## src/rtl/lsu_ctrl.sv

```systemverilog
// Load/store controller between execute and dmem: one byte/halfword request at a
// time, byte stores done as read-modify-write on the 16-bit dmem word.
module lsu_ctrl #(
  parameter int ADDR_W = 16,
  parameter int DATA_W = 16
) (
  input  logic              clk,
  input  logic              rst_n,
  input  logic              req_valid_i,
  output logic              req_ready_o,
  input  logic              req_write_i,
  input  logic              req_size_i,
  input  logic              req_unsigned_i,
  input  logic [ADDR_W-1:0] req_addr_i,
  input  logic [DATA_W-1:0] req_wdata_i,
  output logic              resp_valid_o,
  output logic              resp_err_o,
  output logic [DATA_W-1:0] resp_rdata_o,
  output logic [ADDR_W-1:0] address,
  output logic [DATA_W-1:0] mem_data,
  output logic              mem_write_i,
  output logic              mem_read_i,
  input  logic [DATA_W-1:0] read_data_o
);

  localparam int NB = DATA_W / 8;

  typedef enum logic [1:0] {IDLE, RD, CAP, WR} state_t;

  state_t              state_reg, state_next;
  logic [ADDR_W-1:0]   addr_reg;
  logic [DATA_W-1:0]   wbuf_reg, wbuf_next;
  logic                write_reg, size_reg, unsigned_reg;
  logic                resp_valid_reg, resp_valid_next;
  logic                resp_err_reg, resp_err_next;
  logic [DATA_W-1:0]   resp_rdata_reg, resp_rdata_next;

  logic                accept;
  logic                misaligned;
  logic [7:0]          lane_byte;
  logic [DATA_W-1:0]   load_data;
  logic [DATA_W-1:0]   merged;

  assign accept     = req_valid_i && (state_reg == IDLE);
  assign misaligned = req_size_i && req_addr_i[0];

  // Little-endian lane pick; the extension only applies to byte loads.
  assign lane_byte = addr_reg[0] ? read_data_o[15:8] : read_data_o[7:0];
  assign load_data = size_reg ? read_data_o :
                     unsigned_reg ? {8'h00, lane_byte} : {{8{lane_byte[7]}}, lane_byte};

  // Store byte sits in wbuf_reg[7:0] until the merge overwrites the buffer.
  for (genvar gi = 0; gi < NB; gi++) begin : g_lane
    assign merged[gi*8 +: 8] = (addr_reg[0] == 1'(gi)) ? wbuf_reg[7:0]
                                                       : read_data_o[gi*8 +: 8];
  end

  always_comb begin
    state_next      = state_reg;
    wbuf_next       = wbuf_reg;
    resp_valid_next = 1'b0;
    resp_err_next   = 1'b0;
    resp_rdata_next = resp_rdata_reg;
    case (state_reg)
      IDLE: begin
        if (accept) begin
          wbuf_next = req_wdata_i;
          if (misaligned) begin
            resp_valid_next = 1'b1;
            resp_err_next   = 1'b1;
            resp_rdata_next = '0;
          end else if (req_write_i && req_size_i) begin
            state_next = WR;
          end else begin
            state_next = RD;
          end
        end
      end
      RD: state_next = CAP;
      CAP: begin
        if (write_reg) begin
          wbuf_next  = merged;
          state_next = WR;
        end else begin
          resp_valid_next = 1'b1;
          resp_rdata_next = load_data;
          state_next      = IDLE;
        end
      end
      WR: begin
        resp_valid_next = 1'b1;
        resp_rdata_next = '0;
        state_next      = IDLE;
      end
      default: state_next = IDLE;
    endcase
  end

  always_ff @(posedge clk or negedge rst_n) begin
    if (!rst_n) begin
      state_reg      <= IDLE;
      addr_reg       <= '0;
      wbuf_reg       <= '0;
      write_reg      <= 1'b0;
      size_reg       <= 1'b0;
      unsigned_reg   <= 1'b0;
      resp_valid_reg <= 1'b0;
      resp_err_reg   <= 1'b0;
      resp_rdata_reg <= '0;
    end else begin
      state_reg      <= state_next;
      wbuf_reg       <= wbuf_next;
      resp_valid_reg <= resp_valid_next;
      resp_err_reg   <= resp_err_next;
      resp_rdata_reg <= resp_rdata_next;
      if (accept) begin
        addr_reg     <= req_addr_i;
        write_reg    <= req_write_i;
        size_reg     <= req_size_i;
        unsigned_reg <= req_unsigned_i;
      end
    end
  end

  assign req_ready_o  = (state_reg == IDLE);
  assign mem_read_i   = (state_reg == RD);
  assign mem_write_i  = (state_reg == WR);
  assign address      = {1'b0, addr_reg[ADDR_W-1:1]};
  assign mem_data     = wbuf_reg;
  assign resp_valid_o = resp_valid_reg;
  assign resp_err_o   = resp_err_reg;
  assign resp_rdata_o = resp_rdata_reg;

endmodule

```

## config.mk

```make
export PLATFORM = sky130hd
export DESIGN_NAME = lsu_ctrl
export DESIGN_NICKNAME = d
export VERILOG_FILES = /design/src/rtl/lsu_ctrl.sv
export SDC_FILE = /design/constraint.sdc
export NUM_CORES = 1
export LEC_CHECK = 0
export BUFFER_PORTS_ARGS = -buffer_cell sky130_fd_sc_hd__buf_2
export CORE_ASPECT_RATIO = 1.2
export CORE_MARGIN = 2
export CORE_UTILIZATION = 53
export DETAILED_ROUTE_END_ITERATION = 8
export GPL_TIMING_DRIVEN = 0
export PLACE_DENSITY = 0.86
export SLEW_MARGIN = 25
export SYNTH_ARGS = -nofsm -noshare
export SYNTH_HDL_FRONTEND = slang
export SYNTH_SLANG_ARGS = --single-unit
```

## constraint.sdc

```tcl
create_clock -name clk -period 4.45 [get_ports clk]
set_input_delay 0.89 -clock clk [delete_from_list [all_inputs] [get_ports clk]]
set_output_delay 0.89 -clock clk [all_outputs]
set_load 0.005 [all_outputs]
```

==> impl_metrics.env, run 1 <==
export IMPL_outcome="completed"
export IMPL_slew_limit_headroom_pct=55.6
export IMPL_worstPathRequired_ns=4.66
export IMPL_path_clk_slew_ns=0.11
export IMPL_cp_slowest_stage_delay_ns=0.37
export IMPL_clock_root_buffer="clkbuf_8"
export IMPL_ys_types=32
export IMPL_vias=2057
export IMPL_yosys_warnings=0
export IMPL_area_growth_pct=26.5
export IMPL_drt_pass1_iterations=4
export IMPL_leakagePower_uw=0.00172
export IMPL_nets=376
export IMPL_synth_edf_count=0
export IMPL_grt_pass1_vias=2085
export IMPL_ir_drop_uv=343
export IMPL_drt_iter0_drc=100
export IMPL_dieArea_mm2=0.00584
export IMPL_place_congestion=0.784
export IMPL_antennaDiodeCount=0
export IMPL_drtAntennaViolNets=0
export IMPL_slew_violations=0
export IMPL_coreArea_mm2=0.00501
export IMPL_cts_buffer_depth=2
export IMPL_avgViaCountPerCell=5.37
export IMPL_synth_cells=210
export IMPL_grt_pass1_wl_mm=9.94
export IMPL_critPathLaunchType="input pin"
export IMPL_tightest_slew_ns=0.648
export IMPL_portBuffers=105
export IMPL_critical_path_arrival_ns=2.32
export IMPL_synthesis_nets=264
export IMPL_critPathSlowestCell="or3b_1"
export IMPL_postCtsSetupBuffers=0
export IMPL_period_minus_slack_ns=2.11
export IMPL_row_count=28
export IMPL_ff_latch_area_mm2=0.00138
export IMPL_routed_wl_mm=6.11
export IMPL_path_class="input pin to flip-flop"
export IMPL_clock_sinks=55
export IMPL_dieHeight_um=83.3
export IMPL_yosysSeqAreaShare_pct=49.5
export IMPL_setup_tns_ns=0
export IMPL_worst_clock_skew_ns=0.0137
export IMPL_syn_area_mm2=0.00278
export IMPL_cts_resized=0
export IMPL_fill_cells=377
export IMPL_power_uw=2420
export IMPL_syn_avg_cell_area_um2=13.2
export IMPL_placed_area_mm2=0.00338
export IMPL_finalCritPeriodShare_pct=47.3
export IMPL_fin_area_mm2=0.00351
export IMPL_place_hpwl_mm=4.71
export IMPL_ys_seq_elements=55
export IMPL_rsz0062_at_grt="no"
export IMPL_finish_utilization_pct=70.2
export IMPL_grt_overflow_total=0
export IMPL_crit_path_max_fanout=10
export IMPL_async_flop_share_pct=100
export IMPL_maxCapViolations=0
export IMPL_endpoint_kind="flip-flop"
export IMPL_p_per_area_mw_per_mm2=689
export IMPL_synthFlopType="dfrtp_1"
export IMPL_die_width_um=70.1
export IMPL_finalSetupViolCount=0
export IMPL_antenna_found_initial=0
export IMPL_drcViolationCount=0
export IMPL_min_path_type="flip-flop to flip-flop"
export IMPL_grt_max_degree=56
export IMPL_path_cells="buf_2 -> or3b_1 -> buf_6 -> o22a_1 -> buf_6 -> buf_6 -> mux2_4"
export IMPL_ctsHoldBuffers=0
export IMPL_io_pin_count=107
export IMPL_maxClockFrequency_ghz=0.475
export IMPL_drive_gt1_share_pct=62.2
export IMPL_numCtsBuffers=5
export IMPL_h_tree_depth=2
export IMPL_cts_tree="done"
export IMPL_initial_utilization_pct=55.5
export IMPL_grtUsageTotal_pct=21.3
export IMPL_cp_common_cell="buf_6"
export IMPL_hold_violations=0
export IMPL_wl_per_cell_um=16.0
export IMPL_worstSkewPairLatency_ns=0.31
export IMPL_multi_input_area_mm2=0.00119
## final cells by class
class,instances,area share (%)
Inverter,2,0.214
Clock buffer,6,2.06
Sequential cell,55,39.2
Tap cell,60,2.14
Timing Repair Buffer,105,15.0
Multi-Input combinational cell,122,33.9
Clock inverter,2,1.71
Buffer,31,5.84
## critical path: cells and delay by family
| family | cells | cell delay (ns) |
|---|---|---|
| buf+inv | 4 | 0.55 |
| simple gates | 1 | 0.37 |
| mux | 1 | 0.29 |
| compound gates | 1 | 0.22 |
## cells in the mapped netlist (2+ instances only)
| cell | n | area (um^2) |
|---|---|---|
| clkbuf_1 | 6 | 22.5 |
| mux2_1 | 5 | 56.3 |
| nor2b_1 | 3 | 18.8 |
| buf_6 | 3 | 33.8 |
| mux2_2 | 62 | 698 |
| buf_4 | 16 | 120 |
| o31ai_1 | 7 | 52.6 |
| a21oi_2 | 2 | 17.5 |
| nand3_1 | 2 | 10.0 |
| dfrtp_1 | 55 | 1380 |
| o2bb2ai_1 | 8 | 70.1 |
| nand2_1 | 2 | 7.51 |
| o221ai_1 | 7 | 61.3 |
| buf_2 | 5 | 25.0 |
| mux2i_1 | 8 | 80.1 |
| nor2_1 | 3 | 11.3 |
## kinds of logic (layout without fill, tap and decap cells)
group,count (synthesis),in the layout,synth area share [%]
AOI/OAI and AO/OA,28,28,8.37
buffers and inverters,33,146,7.65
DFF,55,55,49.5
muxes,76,76,30.6
other,1,1,0.135
and+or+nand+nor,17,17,3.74
## placed cells by master, fill, tap and decap left out, types with 2 or more instances in the layout
master,synthesis,layout
nor2b_1,3,3
mux2_2,62,62
nand3_1,2,2
clkbuf_1,6,7
nor2_1,3,3
buf_2,5,109
clkbuf_8,0,5
o2bb2ai_1,8,8
mux2i_1,8,8
o31ai_1,7,7
buf_4,16,17
o221ai_1,7,7
bufinv_16,0,2
nand2_1,2,2
mux2_1,5,5
a21oi_2,2,2
buf_6,3,3
dfrtp_1,55,55
## path summary, 6_finish.rpt
kind | slack [ns] | to | startpoint | cells past startpoint
setup / recovery | 2.34 | resp_rdata_o[15] | req_valid_i | 7
hold / removal | 0.50 | resp_rdata_o[13] | resp_rdata_o[13] | 1
setup reg to reg | 2.40 | mem_data[13] | state_reg[0] | 6
hold reg to reg | 0.50 | resp_rdata_o[13] | resp_rdata_o[13] | 1
max in group asynchronous | 3.38 | mem_data[1] | rst_n | 1
min in group asynchronous | 0.60 | size_reg | rst_n | 1
## where the power goes
| group | total, uW | internal, uW | switching (uW) | leakage [uW] |
|---|---|---|---|---|
| Clock | 390 | 225 | 165 | 0.0000654 |
| Sequential | 830 | 717 | 113 | 0.000676 |
| Combinational | 1200 | 690 | 510 | 0.000982 |
## metrics by stage
stage                     hold slack [ns]  std cells  setup WS [ns]
after detailed placement            0.477        375           2.01
after floorplan                     0.471        210           2.20
final                               0.495        383           2.34
after global routing                0.524        383           2.28
after CTS                           0.500        383           2.34
after global placement              0.472        375           2.02
## metal layers
| metal | track usage (%) | share of wire (%) | wire length [um] | vias to the layer above |
|---|---|---|---|---|
| met1 | 25.1 | 41 | 2510 | 1003 |
| met3 | 4.25 | 5.0 | 305 | 10 |
| met2 | 38.3 | 52 | 3160 | 66 |
| li1 | - | - | - | 978 |
| met5 | 0 | 0 | 0 | - |
| met4 | 7.52 | 2.1 | 131 | 0 |
No activity file was read; power rests on OpenSTA's default activity.
==> inputs of run 2 (changes only) <==
- CORE_UTILIZATION: 53 -> 49
- PLACE_DENSITY: 0.86 -> 0.8
- clock period: 4.45 -> 2.12 ns (I/O delays scaled with it)
==> impl_metrics.env, run 2 (synthesis results as in run 1) <==
export IMPL_path_class="flip-flop to flip-flop"
export IMPL_grtUsageMet2_pct=33.5
export IMPL_slew_violations=0
export IMPL_place_hpwl_mm=4.60
export IMPL_ctsHoldBuffers=0
export IMPL_die_width_um=72.7
export IMPL_path_clk_slew_ns=0.10
export IMPL_crit_path_max_fanout=10
export IMPL_drcViolationCount=0
export IMPL_comb_power_share_pct=52.1
export IMPL_worstSkewPairLatency_ns=0.31
export IMPL_busiest_layer="met2"
export IMPL_period_minus_slack_ns=1.92
export IMPL_slew_limit_headroom_pct=54.1
export IMPL_fin_area_mm2=0.00347
export IMPL_finalCritPeriodShare_pct=90.4
export IMPL_gr_usage_met1_pct=24.7
export IMPL_hold_violations=0
export IMPL_use_met3_pct=6.28
export IMPL_wl_per_cell_um=15.8
export IMPL_antenna_found_initial=0
export IMPL_row_count=30
export IMPL_final_cell_count_no_fill=386
export IMPL_clock_root_buffer="clkbuf_8"
export IMPL_maxClockFrequency_ghz=0.522
export IMPL_worstPathRequired_ns=2.32
export IMPL_outcome="completed"
export IMPL_drt_pass1_iterations=4
export IMPL_nets=375
export IMPL_portBuffers=105
export IMPL_leakagePower_uw=0.00170
export IMPL_whs_ns=0.151
export IMPL_ff2ff_setup_slack_ns=0.20
export IMPL_cts_buffer_depth=2
export IMPL_io_pin_count=107
export IMPL_r2r_cells=7
export IMPL_cts_tree="done"
export IMPL_min_path_type="input pin to async pin"
export IMPL_most_common_layout_cells="buf_2, mux2_2, dfrtp_1"
export IMPL_critical_path_arrival_ns=2.12
export IMPL_vias=2055
export IMPL_routed_wl_mm=6.09
export IMPL_drt_iter0_drc=88
export IMPL_layout_commonest_cell="buf_2"
export IMPL_grt_pass1_vias=2078
export IMPL_postCtsSetupBuffers=0
export IMPL_rsz0062_at_grt="no"
export IMPL_initial_utilization_pct=50.0
export IMPL_drtAntennaViolNets=0
export IMPL_area_growth_pct=24.8
export IMPL_pwr_share_seq_pct=36.1
export IMPL_crit_end="resp_rdata_o[15]"
export IMPL_place_inst=379
export IMPL_grt_pass1_wl_mm=9.74
export IMPL_clock_sinks=55
export IMPL_ir_drop_uv=701
export IMPL_grt_overflow_total=0
export IMPL_coreArea_mm2=0.00556
export IMPL_numCtsBuffers=5
export IMPL_dieArea_mm2=0.00629
export IMPL_worst_clock_skew_ns=0.0102
export IMPL_clock_power_share_pct=11.8
export IMPL_finish_utilization_pct=62.4
export IMPL_grtUsageTotal_pct=20.1
export IMPL_p_per_area_mw_per_mm2=1390
export IMPL_grt_max_degree=56
export IMPL_r2r_end="resp_rdata_o[15]"
export IMPL_netSwitchingPower_uw=1640
export IMPL_finalSetupViolCount=0
export IMPL_p_sw_share_pct=34.0
export IMPL_cts_resized=0
export IMPL_r2r_start="state_reg[0]"
export IMPL_critPathLaunchType="flip-flop"
export IMPL_drive_gt1_share_pct=62.4
export IMPL_tightest_slew_ns=0.689
export IMPL_setup_tns_ns=0
export IMPL_antennaDiodeCount=0
export IMPL_endpoint_kind="flip-flop"
export IMPL_avgViaCountPerCell=5.32
export IMPL_dieHeight_um=86.5
export IMPL_cp_startpoint="state_reg[0]"
export IMPL_h_tree_depth=2
export IMPL_place_congestion=0.839
export IMPL_placed_area_mm2=0.00339
export IMPL_p_int_uw=3180
export IMPL_maxCapViolations=0
==> run 2: stage by stage <==
step | setup WS, ns | total power (uW)
after CTS | 0.123 | 4870
after global routing | 0.0761 | 5180
after global placement | 0.125 | 4220
after detailed placement | 0.132 | 4300
final | 0.204 | 4820
after floorplan | 0.333 | 3490
==> run 2: critical path, stage by stage (launching register included) <==
cell	delay, ns
dfrtp_1	0.38
buf_2	0.18
nor2b_1	0.11
clkbuf_1	0.34
o22a_1	0.23
buf_6	0.14
buf_6	0.15
mux2_4	0.30
==> run 2: layout make-up <==
type | instances | area, um^2
repair buffers | 105 | 528
multi-input cells | 122 | 1190
fillers | 476 | 2090
plain buffers | 30 | 201
well taps | 64 | 80.1
flip-flops and latches | 55 | 1380
clock buffers | 6 | 72.6
clock inverters | 2 | 12.5
inverters | 2 | 7.51
==> run 2: worst min path at each step <==
stage / from / end / slack [ns]
after floorplan: rst_n / addr_reg[0] / 0.13
after global placement: resp_rdata_o[14] / resp_rdata_o[14] / 0.47
after detailed placement: resp_rdata_o[14] / resp_rdata_o[14] / 0.48
after CTS: rst_n / addr_reg[14] / 0.18
after global routing: rst_n / addr_reg[14] / 0.21
final: rst_n / mem_data[15] / 0.15
==> run 2: metal layers <==
metal,routed length [um],vias up
li1,-,978
met1,2560,978
met2,2910,89
met3,525,10
met4,92,0
met5,0,-
==> run 2: power by group through the flow <==
stage          Sequential, uW  Combinational (uW)  Clock [uW]
2_1_floorplan            1750                1750           0
3_3_place_gp             1740                2490           0
3_5_place_dp             1760                2540           0
4_1_cts                  1740                2540         582
5_1_grt                  1790                2750         635
6_report                 1740                2510         568
